[src/rtl/clk_period_meas_pkg.sv]
// Shared definitions for the clock period measurement block: FSM state
// encoding, the minimum synchronizer depth and a helper that clamps a
// requested synchronizer depth to that minimum.
package clk_period_meas_pkg;

    typedef enum logic [1:0] {
        IDLE      = 2'd0,
        WAIT_EDGE = 2'd1,
        COUNT     = 2'd2,
        DONE      = 2'd3
    } state_t;

    localparam int SYNC_MIN = 2;

    // A synchronizer shallower than SYNC_MIN is not metastability-safe, so
    // any smaller request is raised to the minimum.
    function automatic int sync_depth(input int req);
        return (req < SYNC_MIN) ? SYNC_MIN : req;
    endfunction

endpackage

[src/rtl/clk_period_meas_sync_edge_det.sv]
// Brings the asynchronous sig_in into the clk_in domain through a flop chain,
// keeps the previous synchronized value and flags a rising edge.
// With CLK_PERIOD_MEAS_HIGH_EN defined the synchronized level is also exported
// so the parent can count high cycles.
module sync_edge_det
    import clk_period_meas_pkg::*;
#(
    parameter int SYNC_STAGES = SYNC_MIN
) (
    input  logic clk_in,
    input  logic rst,
    input  logic sig_in,
`ifdef CLK_PERIOD_MEAS_HIGH_EN
    output logic sync,
`endif
    output logic rise
);

    logic [SYNC_STAGES-1:0] sync_chain;
    logic                   prev;

    // Synchronizer shift chain plus previous-value flop, cleared by reset so a
    // high sig_in at reset release shows up as one rise.
    always_ff @(posedge clk_in) begin
        if (rst) begin
            sync_chain <= '0;
            prev       <= 1'b0;
        end else begin
            sync_chain <= {sync_chain[SYNC_STAGES-2:0], sig_in};
            prev       <= sync_chain[SYNC_STAGES-1];
        end
    end

    assign rise = sync_chain[SYNC_STAGES-1] & ~prev;

`ifdef CLK_PERIOD_MEAS_HIGH_EN
    assign sync = sync_chain[SYNC_STAGES-1];
`endif

endmodule

[src/rtl/clk_period_meas.sv]
// Measures the period of an asynchronous periodic signal in clk_in cycles.
// A start pulse arms the block; the first synchronized rising edge opens the
// window, the next one closes it and the count is presented with valid until
// the consumer takes it with ready. Any wait longer than TIMEOUT cycles ends
// the measurement with timeout set.
// Optional feature macro: CLK_PERIOD_MEAS_HIGH_EN adds the high_time output,
// the number of cycles sig_in was high inside the measured period.
module clk_period_meas
    import clk_period_meas_pkg::*;
#(
    parameter int               CNT_W       = 32,
    parameter int               SYNC_STAGES = 2,
    parameter logic [CNT_W-1:0] TIMEOUT     = {CNT_W{1'b1}}
) (
    input  logic             clk_in,
    input  logic             rst,
    input  logic             sig_in,
    input  logic             start,
    input  logic             ready,
    output logic             busy,
    output logic             valid,
    output logic [CNT_W-1:0] period,
`ifdef CLK_PERIOD_MEAS_HIGH_EN
    output logic [CNT_W-1:0] high_time,
`endif
    output logic             timeout
);

    localparam int STAGES = sync_depth(SYNC_STAGES);

    state_t           state;
    state_t           state_nxt;
    logic [CNT_W-1:0] cnt;
    logic             rise;
    logic             cnt_at_limit;

`ifdef CLK_PERIOD_MEAS_HIGH_EN
    logic             sync;
    logic [CNT_W-1:0] hcnt;
`endif

    sync_edge_det #(
        .SYNC_STAGES (STAGES)
    ) u_sync_edge_det (
        .clk_in (clk_in),
        .rst    (rst),
        .sig_in (sig_in),
`ifdef CLK_PERIOD_MEAS_HIGH_EN
        .sync   (sync),
`endif
        .rise   (rise)
    );

    // TIMEOUT never exceeds the counter range, so cnt stops here before it
    // could wrap.
    assign cnt_at_limit = (cnt == TIMEOUT);

    // State register.
    always_ff @(posedge clk_in) begin
        if (rst) begin
            state <= IDLE;
        end else begin
            state <= state_nxt;
        end
    end

    // Next-state decode; a rise wins over the limit when both occur together.
    always_comb begin
        state_nxt = state;
        unique case (state)
            IDLE: begin
                if (start) begin
                    state_nxt = WAIT_EDGE;
                end
            end
            WAIT_EDGE: begin
                if (rise) begin
                    state_nxt = COUNT;
                end else if (cnt_at_limit) begin
                    state_nxt = DONE;
                end
            end
            COUNT: begin
                if (rise || cnt_at_limit) begin
                    state_nxt = DONE;
                end
            end
            DONE: begin
                if (ready) begin
                    state_nxt = IDLE;
                end
            end
            default: state_nxt = IDLE;
        endcase
    end

    // Status outputs decoded from the state.
    always_comb begin
        busy  = (state != IDLE);
        valid = (state == DONE);
    end

    // Cycle counter and result registers; results only change on the way
    // into DONE, so they stay frozen while valid is high.
    always_ff @(posedge clk_in) begin
        if (rst) begin
            cnt     <= '0;
            period  <= '0;
            timeout <= 1'b0;
        end else begin
            unique case (state)
                IDLE: begin
                    if (start) begin
                        cnt     <= '0;
                        timeout <= 1'b0;
                    end
                end
                WAIT_EDGE: begin
                    if (rise) begin
                        cnt <= CNT_W'(1);
                    end else if (cnt_at_limit) begin
                        period  <= '0;
                        timeout <= 1'b1;
                    end else begin
                        cnt <= cnt + CNT_W'(1);
                    end
                end
                COUNT: begin
                    if (rise) begin
                        period  <= cnt;
                        timeout <= 1'b0;
                    end else if (cnt_at_limit) begin
                        period  <= TIMEOUT;
                        timeout <= 1'b1;
                    end else begin
                        cnt <= cnt + CNT_W'(1);
                    end
                end
                default: ;
            endcase
        end
    end

`ifdef CLK_PERIOD_MEAS_HIGH_EN
    // High-time counter: the opening rise cycle is itself a high cycle, then
    // every further high cycle inside the window adds one.
    always_ff @(posedge clk_in) begin
        if (rst) begin
            hcnt      <= '0;
            high_time <= '0;
        end else begin
            unique case (state)
                WAIT_EDGE: begin
                    if (rise) begin
                        hcnt <= CNT_W'(1);
                    end else if (cnt_at_limit) begin
                        high_time <= '0;
                    end
                end
                COUNT: begin
                    if (rise) begin
                        high_time <= hcnt;
                    end else if (cnt_at_limit) begin
                        high_time <= '0;
                    end else if (sync) begin
                        hcnt <= hcnt + CNT_W'(1);
                    end
                end
                default: ;
            endcase
        end
    end
`endif

endmodule

[config.mk]
export PLATFORM = sky130hd
export DESIGN_NAME = clk_period_meas
export DESIGN_NICKNAME = d
export VERILOG_FILES = /design/src/rtl/clk_period_meas_pkg.sv /design/src/rtl/clk_period_meas_sync_edge_det.sv /design/src/rtl/clk_period_meas.sv
export SDC_FILE = /design/constraint.sdc
export NUM_CORES = 1
export LEC_CHECK = 0
export BUFFER_PORTS_ARGS = -buffer_cell sky130_fd_sc_hd__buf_2
export CORE_MARGIN = 10
export CORE_UTILIZATION = 45
export CTS_CLUSTER_SIZE = 14
export DETAILED_ROUTE_END_ITERATION = 8
export PLACE_DENSITY = 0.74
export SETUP_SLACK_MARGIN = 0.1
export SYNTH_ARGS = -nofsm -noshare
export SYNTH_HDL_FRONTEND = slang
export SYNTH_SLANG_ARGS = --single-unit
[constraint.sdc]
create_clock -name clk_in -period 2.1 [get_ports clk_in]
set_input_delay 0.21 -clock clk_in [delete_from_list [all_inputs] [get_ports clk_in]]
set_output_delay 0.21 -clock clk_in [all_outputs]
set_load 0.01 [all_outputs]
==> results.yml <==
run_status:
  status: "finished, violations left"
  violations: "negative setup slack"
sta:
  worst_slew_pin_slew_ns: 0.4720
  timing.final.hold_violations: 0
  fmax_mhz: 471.9
  slew_headroom: 0.6829
  worst_slack_ns: -0.01891
  min_period_ns: 2.119
  tns_ns: -0.01891
  slew_viol_final: 0
  rsz0062_at_grt: "true"
  final-setup-viol-count: 1
  hold_slack_ns: 0.07299
  clock-skew-final_ns: 0.009521
  finalCritPeriodShare: 1.009
critical_path:
  r2r_slack_ns: -0.02
  r2r_start: "state[1]$_SDFFE_PP0P_"
  crit_family: "simple AND/OR/NAND/NOR gates"
  criticalPathCategory: "reg2reg"
  critPathMaxStageDelay_ns: 0.50
  reg2regPathDepth: 9
  reg2reg_to: "cnt[19]$_SDFFE_PP0P_"
  cp-end-kind: "register"
  worstPathArrival_ns: 2.40
  cp.required_ns: 2.38
  slowest_stage: "or4_1"
  startpoint_type: "register"
  crit_chain: "inv_4, ha_4, nor2b_4, a211oi_4, o31ai_4, buf_6, buf_12, or4_1, a21oi_1"
  path_max_fanout: 7
  cp_num_buf_inv: 3
detailed_routing:
  ant_nets: 0
  drc: 0
  wl_per_cell_um: 18.51
  drtIter0Drc: 243
  vias: 3757
  viasPerCell: 6.169
  wl_mm: 11.28
  drt_pass1_iterations: 5
place:
  dp.cells: 573
  dpl_cell_area_um2: 4144
  place.gp.congestion: 0.9214
  dpl.hpwl_mm: 6.949
  dpl_worst_slack_ns: 0.0001754
  portBuffers: 39
power_and_ir_drop:
  finalPower_mw: 4.549
  max-vdd-ir-drop_mv: 0.5956
  p_leak_nw: 1.732
  powerDensity_nw_per_um2: 914.6
clocking:
  postCtsHoldBufs: 0
  cts_root_buffer: "clkbuf_8"
  insertion_delay_ns: 0.35
  clockBufferDepth: 2
  cts_buffers: 9
  cts_tree: "done"
  cts.sinks: 70
  h-tree-depth: 3
  cts.clk_slew.worst_paths_ns: 0.08
global_routing:
  use_met2: 0.2918
  use_met3: 0.04343
  met1_usage: 0.2192
  grt.busiest_layer: "met2"
  grt_pass1_vias: 3469
  grt_overflow: 0
  grt_start_max_net_pins: 40
  grt_pass1_wl_mm: 16.99
  antenna_found_initial: 0
  globalRouteTotalUtil: 0.1762
die:
  core_area_um2: 7647
  initial_utilization: 0.4601
  dieArea_um2: 11750
  die_h_um: 108.4
  io_pins: 40
  die_x_um: 108.4
  rows: 32
layout:
  diodes: 0
  syn2layout_area_growth_pct: 41.36
  finalInstanceArea_um2: 4974
  drive_above_1_share: 0.4241
  nets: 513
  utilization: 0.6504
  stdcell_count: 609
synth:
  synth_seq_cells: 70
  synth_cells: 413
  synthArstFlopShare: 0
  synth_edf_count: 0
  synth_flop_cell: "dfxtp_1"
  syn-num-nets: 424
  syn_avg_cell_area_um2: 8.519
  ys_seq_area_frac: 0.3983
  ys_warn_count: 0
  synth_area_um2: 3518
  ys_types: 49
hold_path:
  min_to: "u_sync_edge_det.sync_chain[0]$_SDFF_PP0_"
  min_path_cells: 2
  hp-class: "in2reg"
  min_from: "sig_in"
job:
  maxCapViolCount: 0
-- power breakdown --
part	switching, mW	internal (mW)
registers	0.0555	1.40
clock network	0.558	0.661
logic	1.10	0.777
-- Yosys cell counts (6+ instances only) --
| library cell | count | area, um2 |
|---|---|---|
| a21oi_1 | 60 | 300.3 |
| buf_6 | 6 | 67.56 |
| clkbuf_1 | 25 | 93.84 |
| dfxtp_1 | 70 | 1401 |
| ha_1 | 6 | 75.07 |
| inv_1 | 7 | 26.28 |
| nand2_1 | 17 | 63.81 |
| nand3_1 | 17 | 85.08 |
| nand4_1 | 13 | 81.33 |
| nor2_1 | 13 | 48.80 |
| nor2b_1 | 6 | 37.54 |
| nor3_1 | 6 | 30.03 |
| o2111ai_1 | 32 | 280.3 |
| o21ai_0 | 36 | 180.2 |
| o21ai_1 | 7 | 35.03 |
| o31ai_1 | 18 | 135.1 |
| or3_1 | 6 | 37.54 |
| or4_1 | 17 | 127.6 |
-- per-layer routing --
| layer | part of all wire | vias up |
|---|---|---|
| met4 | 0.024 | 0 |
| met2 | 0.49 | 163 |
| met5 | 0 | - |
| li1 | - | 1781 |
| met3 | 0.074 | 26 |
| met1 | 0.42 | 1787 |
-- worst reg2reg max path, stage by stage (launching register included) --
cell and delay [ns]:
dfxtp_4 0.39, inv_4 0.05, ha_4 0.15, nor2b_4 0.13, a211oi_4 0.23, o31ai_4 0.16
buf_6 0.15, buf_12 0.13, or4_1 0.50, a21oi_1 0.16
-- logic make-up after synthesis --
logic type                 synth area share
adders and majority gates           0.02134
xor gates and xnor gates           0.004980
muxes                              0.008535
and+or+nand+nor                      0.1892
buffers and inverters               0.06365
DFF                                  0.3983
AOI/OAI and AO/OA                    0.3140
-- area by class of cell --
| cell class | count | area, um2 |
|---|---|---|
| inverter | 8 | 35.03 |
| timing repair buffer | 116 | 917.1 |
| fill | 586 | 2674 |
| sequential | 70 | 1429 |
| clock buffer | 11 | 162.7 |
| multi-input combinational | 297 | 2238 |
| tap | 102 | 127.6 |
| clock inverter | 5 | 63.81 |
-- flip-flops by register name, summed over array words and instances (netlist names) --
name / cells
u_sync_edge_det.prev: 1
cnt: 32
period: 32
timeout: 1
state: 2
u_sync_edge_det.sync_chain: 2
-- worst max path at each step --
stage | startpoint | depth (start not counted) | to | slack (ns)
after detailed placement | cnt[1]$_SDFFE_PP0P_ | 7 | period[4]$_SDFFE_PP0P_ | 0.0002
after floorplan | cnt[1]$_SDFFE_PP0P_ | 8 | cnt[11]$_SDFFE_PP0P_ | 0.10
after global placement | cnt[1]$_SDFFE_PP0P_ | 7 | state[0]$_SDFFE_PP0P_ | 0.03
after CTS | state[1]$_SDFFE_PP0P_ | 9 | cnt[19]$_SDFFE_PP0P_ | 0.03
final | state[1]$_SDFFE_PP0P_ | 9 | cnt[19]$_SDFFE_PP0P_ | -0.02
after global routing | cnt[1]$_SDFFE_PP0P_ | 8 | cnt[27]$_SDFFE_PP0P_ | -0.08
-- repair_timing --
action                     CTS  global route
pin swaps                   12            27
cloned                       4             1
setup endpoints to repair   64            64
hold endpoints to repair     0             0
resized for setup           21            81
setup buffers                9             6
-- cells in the final DEF, fill, tap and decap left out, types with 6 or more instances in the layout --
| cell | netlist | layout |
|---|---|---|
| dfxtp_1 | 70 | 56 |
| o21ai_0 | 36 | 33 |
| buf_2 | 5 | 39 |
| a21oi_1 | 60 | 43 |
| or3_1 | 6 | 6 |
| nor3_1 | 6 | 6 |
| buf_6 | 6 | 9 |
| nand4_1 | 13 | 13 |
| clkbuf_8 | 0 | 10 |
| o2111ai_2 | 0 | 7 |
| nor2_1 | 13 | 13 |
| dfxtp_2 | 0 | 10 |
| nand2_1 | 17 | 15 |
| or4_4 | 0 | 8 |
| buf_4 | 0 | 60 |
| nand3_1 | 17 | 13 |
| o2111ai_1 | 32 | 21 |
| o31ai_1 | 18 | 18 |
| or4_1 | 17 | 9 |
| a21oi_2 | 1 | 18 |
Power figures use the tool's default switching activity.
